--- src/rtl/acc_pkg.sv ---
// acc_pkg: opcode and FSM state types shared by the accumulator datapath.
// Imported by the ALU and the top-level datapath.
package acc_pkg;

    localparam int OPW = 3;

    typedef enum logic [OPW-1:0] {
        OP_LDA = 3'b000,
        OP_ADD = 3'b001,
        OP_SUB = 3'b010,
        OP_AND = 3'b011,
        OP_OR  = 3'b100,
        OP_XOR = 3'b101,
        OP_MUL = 3'b110,
        OP_NOP = 3'b111
    } op_e;

    typedef enum logic {
        IDLE = 1'b0,
        MUL  = 1'b1
    } state_e;

endpackage

--- src/rtl/alu_nbits.sv ---
// alu_nbits: combinational single-cycle ALU for the accumulator datapath.
// LDA passes b through; carry is ADD carry-out or SUB borrow, else 0.
module alu_nbits
    import acc_pkg::*;
#(
    parameter int WIDTH = 8
) (
    input  logic [WIDTH-1:0] a,
    input  logic [WIDTH-1:0] b,
    input  op_e              op,
    output logic [WIDTH-1:0] y,
    output logic             carry
);

    logic [WIDTH:0] sum;
    logic [WIDTH:0] dif;

    assign sum = {1'b0, a} + {1'b0, b};
    assign dif = {1'b0, a} - {1'b0, b};

    // Select the result of the requested single-cycle operation
    always_comb begin
        y     = a;
        carry = 1'b0;
        case (op)
            OP_LDA: y = b;
            OP_ADD: begin
                y     = sum[WIDTH-1:0];
                carry = sum[WIDTH];
            end
            OP_SUB: begin
                y     = dif[WIDTH-1:0];
                carry = dif[WIDTH];
            end
            OP_AND: y = a & b;
            OP_OR:  y = a | b;
            OP_XOR: y = a ^ b;
            default: begin
                y     = a;
                carry = 1'b0;
            end
        endcase
    end

endmodule

--- src/rtl/acc_datapath_seq.sv ---
// acc_datapath_seq: NACC accumulators behind a valid/ready command port,
// with Z/C flags and a WIDTH-cycle shift-add multiply.
module acc_datapath_seq
    import acc_pkg::*;
#(
    parameter  int WIDTH = 8,
    parameter  int NACC  = 4,
    localparam int AW    = (NACC > 1) ? $clog2(NACC) : 1
) (
    input  logic             clk,
    input  logic             reset,
    input  logic             cmd_valid,
    output logic             cmd_ready,
    input  logic [OPW-1:0]   cmd_op,
    input  logic [AW-1:0]    cmd_dst,
    input  logic [WIDTH-1:0] cmd_a,
    input  logic [WIDTH-1:0] cmd_b,
    input  logic [AW-1:0]    rd_sel,
    output logic [WIDTH-1:0] result,
    output logic             done,
    output logic             flag_z,
    output logic             flag_c,
    output logic             busy
);

    localparam int CW = (WIDTH > 1) ? $clog2(WIDTH) : 1;

    state_e           state;
    state_e           state_nxt;
    logic [WIDTH-1:0] acc [NACC];
    logic [WIDTH-1:0] mcand;
    logic [WIDTH-1:0] mplier;
    logic [WIDTH-1:0] prod;
    logic [WIDTH-1:0] prod_nxt;
    logic [CW-1:0]    cnt;
    logic [AW-1:0]    dst;
    op_e              op;
    logic             accept;
    logic             dst_ok;
    logic             rd_ok;
    logic             mul_go;
    logic             mul_last;
    logic [WIDTH-1:0] acc_cur;
    logic [WIDTH-1:0] opnd;
    logic [WIDTH-1:0] alu_y;
    logic             alu_c;

    assign op       = op_e'(cmd_op);
    assign dst_ok   = int'(cmd_dst) < NACC;
    assign rd_ok    = int'(rd_sel) < NACC;
    assign accept   = cmd_valid && cmd_ready;
    assign mul_go   = accept && dst_ok && (op == OP_MUL);
    assign mul_last = (cnt == CW'(WIDTH - 1));
    assign acc_cur  = dst_ok ? acc[cmd_dst] : '0;
    assign opnd     = (op == OP_LDA) ? cmd_a : cmd_b;
    assign prod_nxt = mplier[0] ? prod + mcand : prod;
    assign result   = rd_ok ? acc[rd_sel] : '0;

    alu_nbits #(.WIDTH(WIDTH)) u_alu (
        .a     (acc_cur),
        .b     (opnd),
        .op    (op),
        .y     (alu_y),
        .carry (alu_c)
    );

    // FSM state register
    always_ff @(posedge clk) begin
        if (reset) state <= IDLE;
        else       state <= state_nxt;
    end

    // FSM next state: enter MUL on an accepted multiply, leave after the last step
    always_comb begin
        state_nxt = state;
        case (state)
            IDLE:    if (mul_go) state_nxt = MUL;
            MUL:     if (mul_last) state_nxt = IDLE;
            default: state_nxt = IDLE;
        endcase
    end

    // FSM outputs: handshake and busy indication
    always_comb begin
        cmd_ready = (state == IDLE) && !reset;
        busy      = (state == MUL);
    end

    // Shift-add multiplier registers: load on accept, step once per MUL cycle
    always_ff @(posedge clk) begin
        if (reset) begin
            mcand  <= '0;
            mplier <= '0;
            prod   <= '0;
            cnt    <= '0;
            dst    <= '0;
        end else if (mul_go) begin
            mcand  <= acc_cur;
            mplier <= cmd_b;
            prod   <= '0;
            cnt    <= '0;
            dst    <= cmd_dst;
        end else if (state == MUL) begin
            mcand  <= mcand << 1;
            mplier <= mplier >> 1;
            prod   <= prod_nxt;
            cnt    <= cnt + CW'(1);
        end
    end

    // Accumulators, flags and done: single-cycle ops on accept, MUL on its last step
    always_ff @(posedge clk) begin
        if (reset) begin
            for (int i = 0; i < NACC; i++) acc[i] <= '0;
            flag_z <= 1'b0;
            flag_c <= 1'b0;
            done   <= 1'b0;
        end else begin
            done <= 1'b0;
            if (state == MUL && mul_last) begin
                acc[dst] <= prod_nxt;
                flag_z   <= (prod_nxt == '0);
                flag_c   <= 1'b0;
                done     <= 1'b1;
            end else if (accept && !mul_go) begin
                done <= 1'b1;
                if (dst_ok && op != OP_NOP) begin
                    acc[cmd_dst] <= alu_y;
                    flag_z       <= (alu_y == '0);
                    flag_c       <= alu_c;
                end
            end
        end
    end

endmodule
--- config.mk ---
export PLATFORM = sky130hd
export DESIGN_NAME = acc_datapath_seq
export DESIGN_NICKNAME = d
export VERILOG_FILES = /design/src/rtl/acc_pkg.sv /design/src/rtl/alu_nbits.sv /design/src/rtl/acc_datapath_seq.sv
export SDC_FILE = /design/constraint.sdc
export NUM_CORES = 1
export LEC_CHECK = 0
export ABC_AREA = 0
export BUFFER_PORTS_ARGS = -buffer_cell sky130_fd_sc_hd__buf_2
export CAP_MARGIN = 20
export CORE_AREA = 2 2 90 92
export DETAILED_ROUTE_END_ITERATION = 10
export DIE_AREA = 0 0 92 94
export GPL_TIMING_DRIVEN = 0
export PLACE_DENSITY_LB_ADDON = 0.15
export SLEW_MARGIN = 40
export SYNTH_ARGS = -nofsm -noshare
export SYNTH_HDL_FRONTEND = slang
export SYNTH_SLANG_ARGS = --single-unit
--- constraint.sdc ---
create_clock -name clk -period 5.2 [get_ports clk]
set_input_delay 0.26 -clock clk [delete_from_list [all_inputs] [get_ports clk]]
set_output_delay 0.26 -clock clk [all_outputs]
set_load 0.005 [all_outputs]
Yosys cells after proc, flatten, opt, wreduce, memory -nomap -nowiden
Memories as Yosys holds them, arrays and structs flattened.
Index checks and enable logic that the tools add are counted.
{ "word_totals": {"ramBits": 32, "word_cells": 77, "ff_bits": 33, "mem_count": 1} }
{ "op_classes": {"mux": 32, "n_eq_ne": 8, "n_reduce_logical": 19, "bitwise_logic": 4, "add_sub_neg": 4} }
{ "mem_list": {"columns": ["memory", "words", "word_bits", "read_ports", "rd_clocked_by_memory_dff", "wr", "line", "text"], "rows": [
  ["acc", 4, 8, 2, 0, 4, "acc_datapath_seq.sv:30", "logic [WIDTH-1:0] acc [NACC];"]
]} }
{ "ops": {"columns": ["cell", "n"], "rows": [
  ["$mux W8", 8],
  ["$pmux W8 S6", 1],
  ["$mux W1", 19],
  ["$logic_not A8 Y1", 2],
  ["$reduce_or A8 Y1", 2],
  ["$eq A3 B3 Y1 const B", 4],
  ["$add A8 B8 Y9", 1],
  ["$sub A8 B8 Y9", 1],
  ["$add A8 B8 Y8", 1],
  ["$and A8 B8 Y8", 1],
  ["$or A8 B8 Y8", 1],
  ["$xor A8 B8 Y8", 1],
  ["$eq A3 B2 Y1 const B", 2],
  ["$reduce_bool A2 Y1", 3],
  ["$logic_and A1 B1 Y1", 5],
  ["$mux W2", 2],
  ["$pmux W1 S2", 2],
  ["$reduce_and A2 Y1", 2],
  ["$reduce_or A2 Y1", 2],
  ["$add A3 B1 Y3 const B", 1],
  ["$eq A3 B1 Y1 const B", 1],
  ["$logic_not A3 Y1", 1],
  ["$ne A3 B3 Y1 const B", 1],
  ["$logic_not A1 Y1", 2],
  ["$not A1 Y1", 1]
]} }

Logic depth before layout (Yosys ltp)
{ "depth": {"depth_word": 12, "mapped_depth": 13, "depth_no_buf": 11} }

By module
Synthesis repeated with hierarchy kept, for this count alone.
{ "unflattened": {"hier_cells": 535, "hier_area_um2": 4949.7} }
{ "modules_own_cells": {"columns": ["module", "cells_per_inst", "area_per_inst_um2", "n_inst", "seq_area_each_um2"], "rows": [
  ["acc_datapath_seq", 336, 3601.0, 1, 1621.6],
  ["alu_nbits", 199, 1348.8, 1, 0.0]
]} }

Least setup slack after synthesis
OpenSTA, ideal clock, no wires.
{ "synth_timing": {"path_kind": "input to register", "startpoint": "input port cmd_op[0]", "endpoint": "register flag_z", "t_required_ns": 5.127, "path_buffers": 1, "arrival_time_ns": 3.408, "setup_time_ns": 0.073, "slack_ns": 1.719, "path_stages": 12, "path_cell_list": "buf_2 > nor3_2 > mux2_2 > ha_1 > fa_1 > o21bai_1 > a21oi_1 > a221o_1 > a22oi_1 > o2111ai_1 > or4_1 > o211ai_2"} }
{ "synth_between": {"elab_chain_len": 8, "elab_cells_between_ends": 25, "classes_between": "2 x add/sub; 7 x eq/ne; 5 x mux; 3 x bitwise; 8 x reduce/logical"} }
{ "synth_lines": {"columns": ["item", "line", "text"], "rows": [
  ["from (decl)", "acc_datapath_seq.sv:14", "input logic [OPW-1:0] cmd_op,"],
  ["$logic_not A3 Y1", "alu_nbits.sv:25, acc_datapath_seq.sv:55", null],
  ["$mux W8", "acc_datapath_seq.sv:55", "assign opnd = (op == OP_LDA) ? cmd_a : cmd_b;"],
  ["$sub A8 B8 Y9 (tied with other cells)", "alu_nbits.sv:19", "assign dif = {1'b0, a} - {1'b0, b};"],
  ["$pmux W8 S6", "alu_nbits.sv:25", "case (op)"],
  ["$logic_not A8 Y1", "acc_datapath_seq.sv:129", "flag_z <= (alu_y == '0);"],
  ["$mux W1", "acc_datapath_seq.sv:127", "if (dst_ok && op != OP_NOP) begin"],
  ["$mux W1", "acc_datapath_seq.sv:125", "end else if (accept && !mul_go) begin"],
  ["$mux W1", "acc_datapath_seq.sv:120", "if (state == MUL && mul_last) begin"],
  ["to (signal assigned)", "acc_datapath_seq.sv:122", "flag_z <= (prod_nxt == '0);"],
  ["to (signal assigned)", "acc_datapath_seq.sv:129", null],
  ["to (decl)", "acc_datapath_seq.sv:21", "output logic flag_z,"]
]} }
Parallel ways exist; a longest one is shown, timed or not. The select of a mux whose other input is x is not followed.
A chain may end at the register's enable or synchronous reset.

Final worst setup path
{ "layout_timing": {"startpoint": "input port cmd_op[1]", "endpoint": "register flag_z"} }
Same word-level chain as after synthesis.

==> metrics.csv <==
metric,value,unit
status,completed,
core area,0.007607,mm2
die area,0.008648,mm2
Final Instance Area,0.005383,mm2
crit path time final,4.037,ns
Main synth FF type,dfxtp_1,
Final Cycle Share,77.64,%
final setup violation count,0,
Clock Tree Root,clkbuf_8,
Slew @ Worst Pin,0.8489,ns
most frequent cells in the layout,"nor2_1, buf_2, inv_1",
initial antenna violation count,0,
first-pass detailed-route iteration total,6,
vias in the first global route,4144,
clk_lat worst skew,0.35,ns
IO Port Bufs,35,
die width,92,um
Final Util,70.76,%
DR vias/cell,6.524,
Leak,2.140,nW
Pint,0.9374,mW
"Arr. time, crit path",4.31,ns
Post-DP HPWL,10.01,mm
htree depth,3,
"Data required, critical path",5.47,ns
layout cell share with drive strength beyond 1,16.40,%
Hold Crit Class,primary input to flop,
Mapped Nets,585,
"commonest non-fill, non-tap cell in the layout",nor2_1,
crit path from,cmd_op[1],
Max Cap Viol,0,
sequential area share after synthesis,33.38,%
Post-DP Area,0.005166,mm2
Logic pwr share,23.8,%
number of hold violations in the final report,0,
Worst setup SP type,primary input,
relative slew slack,43.10,%
crit path max fanout,10,
row count,32,
Clock Sinks,65,
setup TNS,0,ns
average wire per standard cell,19.75,um
sequential fraction of design power,42.3,%
Inserted Diodes,0,
unrepaired setup endpoints after global routing,false,
hold buffer count at cts,0,
Syn Inst Count,522,
Synth top area share,19.78,%
GPL Wtd Cong,0.9160,
layout net count,631,
Post-synth EDFFs,32,
final hold slack,0.2097,ns
maximum number of pins on one net before global-route repair,12,
Tot Pwr,1.344,mW
Mean Syn Cell Area,9.307,um2
Worst VDD drop,0.2911,mV
ANT nets after route,0,
Vert. Die Dim,94,um
drt drc,0,
clock skew,0.01150,ns
mapped cell area,0.004858,mm2
Inst Count DP,659,
Layout Area Growth over Synthesis,10.79,%
initial drt markers,365,
CTS Buf Count,9,
Synth Warn #,0,
NetSw,0.4066,mW
leading area contributor after synthesis,edfxtp_1,
async set-reset flop share out of synthesis,0,%
max-slew violations,0,
Setup CP Type,primary input to flop,
All-Layer GR Usage,32.30,%
final worst setup slack,1.163,ns
Power Dens Cells,249.7,mW/mm2
synth unique cells,65,
DRT Wirelength,13.33,mm
Clk pwr share,34.0,%
pre-CTS setup slack,0.9005,ns
first-pass GRT wire length,21.28,mm
CTS tree,done,
maximum clock rate,247.7,MHz
initial core utilization,63.87,%
via count,4404,
reg2reg start,acc[0][5]$_SDFFCE_PN0P_,
switch share,30.25,%
setup bufs post-CTS,0,
filler-free cell count of the finished design,675,
hold_sp,cmd_b[2],
post-CTS sizing,0,
Area contributors post-synth,"edfxtp_1, dfxtp_1, ha_1",
Max Root-Sink Buffers,2,
total global routing overflow,0,
register clock-pin slew on the reported worst setup and hold paths,0.08,ns
# IOs,39,
Yosys reg bits,65,
CP endpoint kind,flop,
sequential cells by signal, summed over array words and instances, names as in the netlist, 2 cells and up:
signal	flops
acc	32
cnt	3
dst	2
mcand	8
mplier	8
prod	8
logic make-up (layout without fill, tap and decap cells):
logic type	Yosys count	in the layout	share of synthesized area (%)
compound gates	151	151	21.79
xor+xnor	5	5	0.9013
fa+ha+maj	37	37	9.992
buf+inv	71	122	5.846
flops	65	65	33.38
mux	38	38	12.13
simple gates	155	155	15.97
cells in the mapped netlist, drive strengths merged, types with 14 or more instances:
cell type,count
clkbuf,19
nand2,32
edfxtp,32
a211oi,18
mux4,16
dfxtp,33
buf,14
a21oi,36
mux2i,15
nor2,56
o21ai,17
inv,38
ha,34
final cells by class:
type,instances,area (um2)
multi-input combinational,386,2962
fill,600,2225
sequential,65,1622
clock buffer,15,207.7
timing repair buffer,35,175.2
inverter,38,142.6
buffer,33,141.4
tap,102,127.6
clock inverter,1,5.005
power by group through the flow:
| stage | clock network (mW) | registers, mW | logic (mW) |
|---|---|---|---|
| floorplan | 0 | 0.575 | 0.224 |
| global placement | 0 | 0.577 | 0.305 |
| detailed placement | 0 | 0.579 | 0.311 |
| CTS | 0.459 | 0.568 | 0.313 |
| global route | 0.480 | 0.571 | 0.349 |
| finish | 0.456 | 0.568 | 0.320 |
worst max-delay path, cell delays in order:
cell and delay [ns]:
buf_2 0.13, buf_2 0.20, nor3_2 0.71, mux2_2 0.45
ha_1 0.23, fa_1 0.43, o21bai_1 0.25, a21oi_1 0.19
a221o_1 0.37, a22oi_1 0.31, o2111ai_1 0.15, or4_1 0.44
o211ai_2 0.17
per-layer routing:
layer / up-vias / track usage [%] / wire (um)
li1: 2044 / - / -
met1: 2095 / 42.44 / 5459
met2: 223 / 53.13 / 6246
met3: 42 / 4.494 / 1046
met4: 0 / 15.17 / 576
met5: - / 0 / 0
path summary, 6_finish.rpt:
path,endpoint,slack (ns),cells past startpoint
worst min register to register,mplier[3]$_SDFFE_PP0P_,0.46,2
worst max register to register,acc[0][5]$_SDFFCE_PN0P_,1.56,11
worst max-delay path,flag_z$_SDFFE_PP0P_,1.16,13
worst min-delay path,mplier[2]$_SDFFE_PP0P_,0.21,3
Note: power is estimated with default switching activity, not from simulation.
